**src/rtl/pixel_sink.sv**
```systemverilog
// Receiving end of the DPU video output. It captures {X,Y,Colour} words on each
// outEnable level change, buffers them, and writes them to the framebuffer or runs a full-frame clear.
module pixel_sink #(
  parameter int FIFO_DEPTH = 4,
  parameter int X_MAX      = 255,
  parameter int Y_MAX      = 255
) (
  input  logic        clk,
  input  logic        reset,
  input  logic [23:0] Kbus,
  input  logic        outEnable,
  input  logic        clearReq,
  input  logic [7:0]  clearColour,
  input  logic        fbReady,
  output logic [15:0] fbAddr,
  output logic [7:0]  fbData,
  output logic        fbWrite,
  output logic        busy,
  output logic        overflow,
  output logic [7:0]  clipCount,
  output logic [15:0] pixelCount
);

  localparam int         AW      = $clog2(FIFO_DEPTH);
  localparam logic [AW:0] DEPTH  = (AW + 1)'(FIFO_DEPTH);
  localparam logic [8:0] X_LIM   = 9'(X_MAX);
  localparam logic [8:0] Y_LIM   = 9'(Y_MAX);
  localparam logic [7:0] X_END   = 8'(X_MAX);
  localparam logic [7:0] Y_END   = 8'(Y_MAX);

  typedef enum logic [1:0] {IDLE, WRITE, CLEAR} state_t;

  state_t        state;
  logic          prev_oe;
  logic [23:0]   mem [FIFO_DEPTH];
  logic [AW-1:0] rd_ptr, wr_ptr;
  logic [AW:0]   count;
  logic          clear_pend;
  logic [7:0]    clear_colour;

  logic          pix_event, clip, empty, full, pop, push;
  logic [23:0]   head;

  assign pix_event = (outEnable != prev_oe);
  assign clip      = ({1'b0, Kbus[23:16]} > X_LIM) || ({1'b0, Kbus[15:8]} > Y_LIM);
  assign empty     = (count == '0);
  assign full      = (count == DEPTH);
  // A pending clear outranks draining the FIFO.
  assign pop       = (state == IDLE) && !clear_pend && !empty;
  // A pop in the same cycle frees the slot, so a full FIFO still accepts the push.
  assign push      = pix_event && !clip && (!full || pop);
  assign head      = mem[rd_ptr];
  assign busy      = (state != IDLE) || !empty || clear_pend;

  // NOTE: the pixel storage carries no reset; only pointers and count decide what is valid.
  always_ff @(posedge clk) begin
    if (push) mem[wr_ptr] <= Kbus;
  end

  // NOTE: every register here uses <= so all reads in this block see pre-edge values.
  always_ff @(posedge clk) begin
    if (reset) begin
      state        <= IDLE;
      prev_oe      <= outEnable;
      rd_ptr       <= '0;
      wr_ptr       <= '0;
      count        <= '0;
      clear_pend   <= 1'b0;
      clear_colour <= '0;
      fbAddr       <= '0;
      fbData       <= '0;
      fbWrite      <= 1'b0;
      overflow     <= 1'b0;
      clipCount    <= '0;
      pixelCount   <= '0;
    end else begin
      prev_oe <= outEnable;

      if (push) wr_ptr <= wr_ptr + 1'b1;
      if (pop)  rd_ptr <= rd_ptr + 1'b1;
      case ({push, pop})
        2'b10:   count <= count + 1'b1;
        2'b01:   count <= count - 1'b1;
        default: count <= count;
      endcase

      if (pix_event && !clip && full && !pop) overflow <= 1'b1;
      if (pix_event && clip && clipCount != 8'hFF) clipCount <= clipCount + 1'b1;

      // The flag stays high through CLEAR, so a request then is ignored.
      if (clearReq && !clear_pend) begin
        clear_pend   <= 1'b1;
        clear_colour <= clearColour;
      end

      unique case (state)
        IDLE: begin
          if (clear_pend) begin
            state   <= CLEAR;
            fbAddr  <= '0;
            fbData  <= clear_colour;
            fbWrite <= 1'b1;
          end else if (!empty) begin
            state   <= WRITE;
            fbAddr  <= {head[15:8], head[23:16]};
            fbData  <= head[7:0];
            fbWrite <= 1'b1;
          end
        end
        WRITE: begin
          if (fbReady) begin
            state      <= IDLE;
            fbWrite    <= 1'b0;
            pixelCount <= pixelCount + 1'b1;
          end
        end
        CLEAR: begin
          if (fbReady) begin
            if (fbAddr[7:0] == X_END) begin
              fbAddr[7:0] <= '0;
              if (fbAddr[15:8] == Y_END) begin
                state      <= IDLE;
                fbWrite    <= 1'b0;
                clear_pend <= 1'b0;
              end else begin
                fbAddr[15:8] <= fbAddr[15:8] + 1'b1;
              end
            end else begin
              fbAddr[7:0] <= fbAddr[7:0] + 1'b1;
            end
          end
        end
        default: state <= IDLE;
      endcase
    end
  end

endmodule

```
**config.mk**
```make
export PLATFORM = sky130hd
export DESIGN_NAME = pixel_sink
export DESIGN_NICKNAME = d
export VERILOG_FILES = /design/src/rtl/pixel_sink.sv
export SDC_FILE = /design/constraint.sdc
export NUM_CORES = 1
export LEC_CHECK = 0
export ABC_AREA = 1
export CELL_PAD_IN_SITES_DETAIL_PLACEMENT = 1
export CELL_PAD_IN_SITES_GLOBAL_PLACEMENT = 1
export CORE_ASPECT_RATIO = 1.4
export CORE_MARGIN = 4
export CORE_UTILIZATION = 41
export DETAILED_ROUTE_END_ITERATION = 10
export DONT_BUFFER_PORTS = 1
export GPL_TIMING_DRIVEN = 0
export PLACE_DENSITY_LB_ADDON = 0.25
export SYNTH_ARGS = -nofsm -noshare
export SYNTH_HDL_FRONTEND = slang
export SYNTH_SLANG_ARGS = --single-unit
```
**constraint.sdc**
```tcl
create_clock -name clk -period 4.92 [get_ports clk]
set_input_delay 0.984 -clock clk [delete_from_list [all_inputs] [get_ports clk]]
set_output_delay 0.984 -clock clk [all_outputs]
set_load 0.05 [all_outputs]
```
# [Word level (Yosys, flattened, before mapping)]
# Memories as Yosys holds them, arrays and structs flattened. A register that Yosys moved wholly into a read port is not among the register bits.
# Index checks and enable logic that the tools add are counted.
[word_totals] mem_bits_rw=96 out_inout_bits=51 n_memories=1 wordCells=94 register_bits=61
[mem_list] memory="mem" depth=4 word_bits=24 rd=1 rd_clocked_by_memory_dff=1 wr=1 line="35" source="logic [23:0] mem [FIFO_DEPTH];"
[classes] reduce_logical=25 n_addsub=7 eq_ne=15 mux=33
[ops] cell="16-bit 2-to-1 mux" count=3
[ops] cell="8-bit 2-to-1 mux" count=5
[ops] cell="16-bit one-hot mux with 2 select lines" count=1
[ops] cell="16-bit by 1-bit adder with 16-bit output, second input constant" count=1
[ops] cell="8-bit by 1-bit adder with 8-bit output, second input constant" count=2
[ops] cell="8-bit == test, second input constant" count=2
[ops] cell="2-bit 2-to-1 mux" count=8
[ops] cell="1-bit 2-to-1 mux" count=13
[ops] cell="2-bit inequality test, second input constant" count=6
[ops] cell="5-bit AND reduction" count=2
[ops] cell="1-bit logical AND" count=6
[ops] cell="2-bit one-hot mux with 3 select lines" count=1
[ops] cell="3-bit one-hot mux with 2 select lines" count=1
[ops] cell="6-bit AND reduction" count=1
[ops] cell="2-bit nonzero test" count=3
[ops] cell="2-bit by 1-bit adder with 2-bit output, second input constant" count=2
[ops] cell="2-bit by 1-bit == test with 1-bit output, second input constant" count=2
[ops] cell="2-bit == test, second input constant" count=2
[ops] cell="1-bit logical NOT" count=4
[ops] cell="2-bit AND reduction" count=2
[ops] cell="3-bit by 1-bit adder with 3-bit output, second input constant" count=1
[ops] cell="3-bit == test, second input constant" count=1
[ops] cell="3-bit logical NOT" count=1
[ops] cell="1-bit logical OR" count=3
[ops] cell="7 further kinds" count=7

# [Logic depth before layout (Yosys ltp)]
[logic_depth] depth_word=7 depth_mapped=13 depth_no_buf=13

# [Worst setup path before layout]
# OpenSTA, ideal clock, no wires.
[synth_path] path_type="input port to flip-flop" from="input outEnable" to="memory mem[0][0], enable pin" setup_time_ps=405 t_required_ps=4515 path_buffers=0 path_stages=3 t_arrival_ps=2480 slack_ps=2035 path_cell_list="xor2_1 > o21ai_1 > nor2_1"
[synth_between] elab_chain_len=4
[synth_lines] item="start: declaration" line="11" source="input logic outEnable,"
[synth_lines] item="1-bit inequality test" line="44" source="assign pix_event = (outEnable != prev_oe);"
[synth_lines] item="1-bit logical AND" line="51" source="assign push = pix_event && !clip && (!full || pop);"
[synth_lines] item="1-bit 2-to-1 mux" line="57" source="if (push) mem[wr_ptr] <= Kbus;"
[synth_lines] item="1-bit 2-to-1 mux (implied by the code)" line="57"
[synth_lines] item="end: declaration" line="35"
# No other way between the ends.

# [Final worst setup path]
[layout_path] from="register state[0]" to="output busy"
[layout_between] elab_chain_len=3
[layout_lines] item="start: declaration" line="33" source="state_t state;"
[layout_lines] item="start signal: assignment" line="63" source="state <= IDLE;"
[layout_lines] item="start signal: assignment" line="99" source="state <= CLEAR;"
[layout_lines] item="start signal: assignment" line="104" source="state <= WRITE;"
[layout_lines] item="2-bit nonzero test" line="53" source="assign busy = (state != IDLE) || !empty || clear_pend;"
[layout_lines] item="1-bit logical OR (2 in a row)" line="53"
[layout_lines] item="end: declaration" line="18" source="output logic busy,"
# No other way between the ends.

==> results.yml <==
placement:
  gp_congestion: 0.801
  port_buffers: 0
  placed_area_mm2: 0.00728
  pre_cts_slack_ns: 1.99
  hpwl_um: 13100
timing:
  slew_viol_final: 0
  tns_ns: 0
  hold_viol_final: 0
  min_period_over_period_pct: 52.6
  setup_viol: 0
  rsz0062_at_grt: "false"
  setup_slack_ns: 2.33
  finalCriticalPeriod_ns: 2.59
  max_freq_mhz: 386
  max_slew_margin_pct: 41.4
  tightest_slew_ns: 0.874
  fin_skew_ns: 0.0127
synthesis:
  netlist.area_leader.share_pct: 41.4
  synth_mux_area_share_pct: 0
  yosys.area.top_type: "edfxtp_1"
  synth_ff_type: "edfxtp_1"
  yosys.area_share.simple_pct: 21.9
  synthAdderAreaFrac_pct: 2.09
  synth_most_common_cell: "nand2_1"
  yosys_register_bits: 159
  synth_edf_count: 96
  synth_compound_area_share_pct: 9.32
  syn_avg_cell_area_um2: 9.16
  synth_top_family_by_area: "simple AND/OR/NAND/NOR gates"
  synth_cells: 759
  yosysWarnings: 0
  synth.distinct_cells: 37
  synth.area.top_cells: "edfxtp_1 (41%), dfxtp_1 (18%), nand2_1 (9.2%)"
  synth_common_cells: "nand2_1 (170), nor2_1 (100), edfxtp_1 (96), dfxtp_1 (63), inv_1 (62)"
  seq_area_frac_synth_pct: 59.6
  synthXorXnorAreaFrac_pct: 0.881
  syn_area_mm2: 0.00696
  async_flop_share_pct: 0
clock_tree:
  cts_resized: 0
  worstSkewPairLatency_ns: 0.42
  htree_levels: 4
  cts.clk_slew.worst_paths_ns: 0.06
  numCtsBuffers: 17
  tritoncts: "built"
  cts.sinks: 159
  cts_root_buf: "clkbuf_16"
  cts_max_path_buffers: 2
  ctsHoldBuffers: 0
  post_cts_buffers: 0
detailed_routing:
  ant_nets: 0
  wire_per_inst_um: 18.3
  drc: 0
  via_per_inst: 5.25
  dr.first_iter.drc_count: 264
  drt_first_pass_iters: 4
  routed_wl_um: 18300
  vias: 5258
finish:
  utilization_pct: 46.6
  antenna_cells: 0
  regArea_mm2: 0.00414
  multi_input_area_mm2: 0.00243
  fillCellCount: 1920
  area_growth_pct: 12.1
  drive_gt1_share_pct: 9.01
  layout.nets: 834
  fin_area_mm2: 0.00780
worst_setup_path:
  crit_path_start_kind: "flip-flop"
  worstSetupPathType: "flip-flop to output pin"
  crit_path_end_kind: "output pin"
  crit_required_ns: 3.94
  critPathArrivalTime_ns: 1.60
  cp_max_fo: 4
global_route:
  grt_pass1_wl_um: 29100
  grt_overflow: 0
  grt_max_degree: 25
  track_usage_pct: 19.5
  antenna_found_initial: 0
  grt_pass1_vias: 5614
die:
  core-area_mm2: 0.0167
  initial_core_util_pct: 41.5
  rows: 56
  io_pins: 88
  fp.dieArea_mm2: 0.0191
  die_w_um: 118
  die_y_um: 162
job:
  cap_violations: 0
hold_path:
  min_path_type: "flip-flop to flip-flop"
power:
  peakVddDrop_mv: 0.275
  power_density_mw_per_mm2: 605
  p_leak_nw: 3.00
  power_mw: 4.72
outcome:
  status: "completed"
[where the power goes]
group	switching, mW	total (mW)	internal, mW
clock network	0.538	1.18	0.647
logic	1.03	1.47	0.434
registers	0.439	2.07	1.63
[cell type report]
type,count,share of cell area (%)
Sequential cell,159,53.1
Multi-Input combinational cell,508,31.2
Clock buffer,20,5.60
Tap cell,203,3.26
Inverter,65,3.13
Buffer,34,2.36
Clock inverter,12,1.12
Timing Repair Buffer,1,0.192
[worst paths after layout]
path	slack [ns]	start	cells after the start	end
max	2.33	state[0]	5	busy
min	0.46	clear_colour[0]	2	clear_colour[0]
max reg2reg	2.52	state[0]	7	mem[0][23]
min reg2reg	0.46	clear_colour[0]	2	clear_colour[0]
[stage by stage]
step,std cells,hold WS (ns)
final,1002,0.460
after global routing,1002,0.483
after CTS,1002,0.461
after detailed placement,970,0.449
after global placement,969,0.437
after floorplan,766,0.425
[logic make-up (layout without fill, tap and decap cells)]
group           count (synthesis)  count (layout)
fa+ha+maj                      11              11
simple gates                  358             358
flops                         159             159
other cells                     1               8
xor+xnor                        7               7
compound gates                124             124
buf+inv                        99             132
[critical path, stage by stage, from the launching register on]
cell,delay [ns]
dfxtp_1,0.36
inv_1,0.08
ha_1,0.22
inv_1,0.12
nor2_2,0.08
nand2_2,0.32
[layer usage]
metal | track usage (%) | routed length (um) | up-vias
li1 | - | - | 2582
met1 | 21.5 | 7300 | 2545
met2 | 35.6 | 9760 | 112
met3 | 5.85 | 943 | 19
met4 | 6.83 | 286 | 0
met5 | 0 | 0 | -
[flip-flops by register name, summed over array words and instances (netlist names), named ones only]
| name | flops |
|---|---|
| mem | 96 |
| fbAddr | 16 |
| pixelCount | 16 |
| clear_colour | 8 |
| fbData | 8 |
| count | 3 |
| rd_ptr | 2 |
| state | 2 |
| wr_ptr | 2 |
| clear_pend | 1 |
| fbWrite | 1 |
| overflow | 1 |
| prev_oe | 1 |
[cells in the final DEF (no fill, tap or decap), types with 3 or more instances in the layout]
master,netlist,layout
nand2_1,170,170
nor2_1,100,96
edfxtp_1,96,96
dfxtp_1,63,63
inv_1,62,62
o21ai_0,61,61
nand3_1,60,60
a21oi_1,45,45
clkbuf_16,0,17
clkbuf_1,10,13
buf_2,11,11
a31oi_1,11,11
ha_1,10,10
buf_4,9,9
nand4_1,8,8
conb_1,1,8
xor2_1,6,6
nor2_4,3,6
nor2_2,3,4
nand2_2,4,4
inv_2,3,3
nor3_1,3,3
inv_6,0,3
clkinvlp_4,0,3
clkinv_4,0,3
Note: power is estimated with default switching activity, not from simulation.
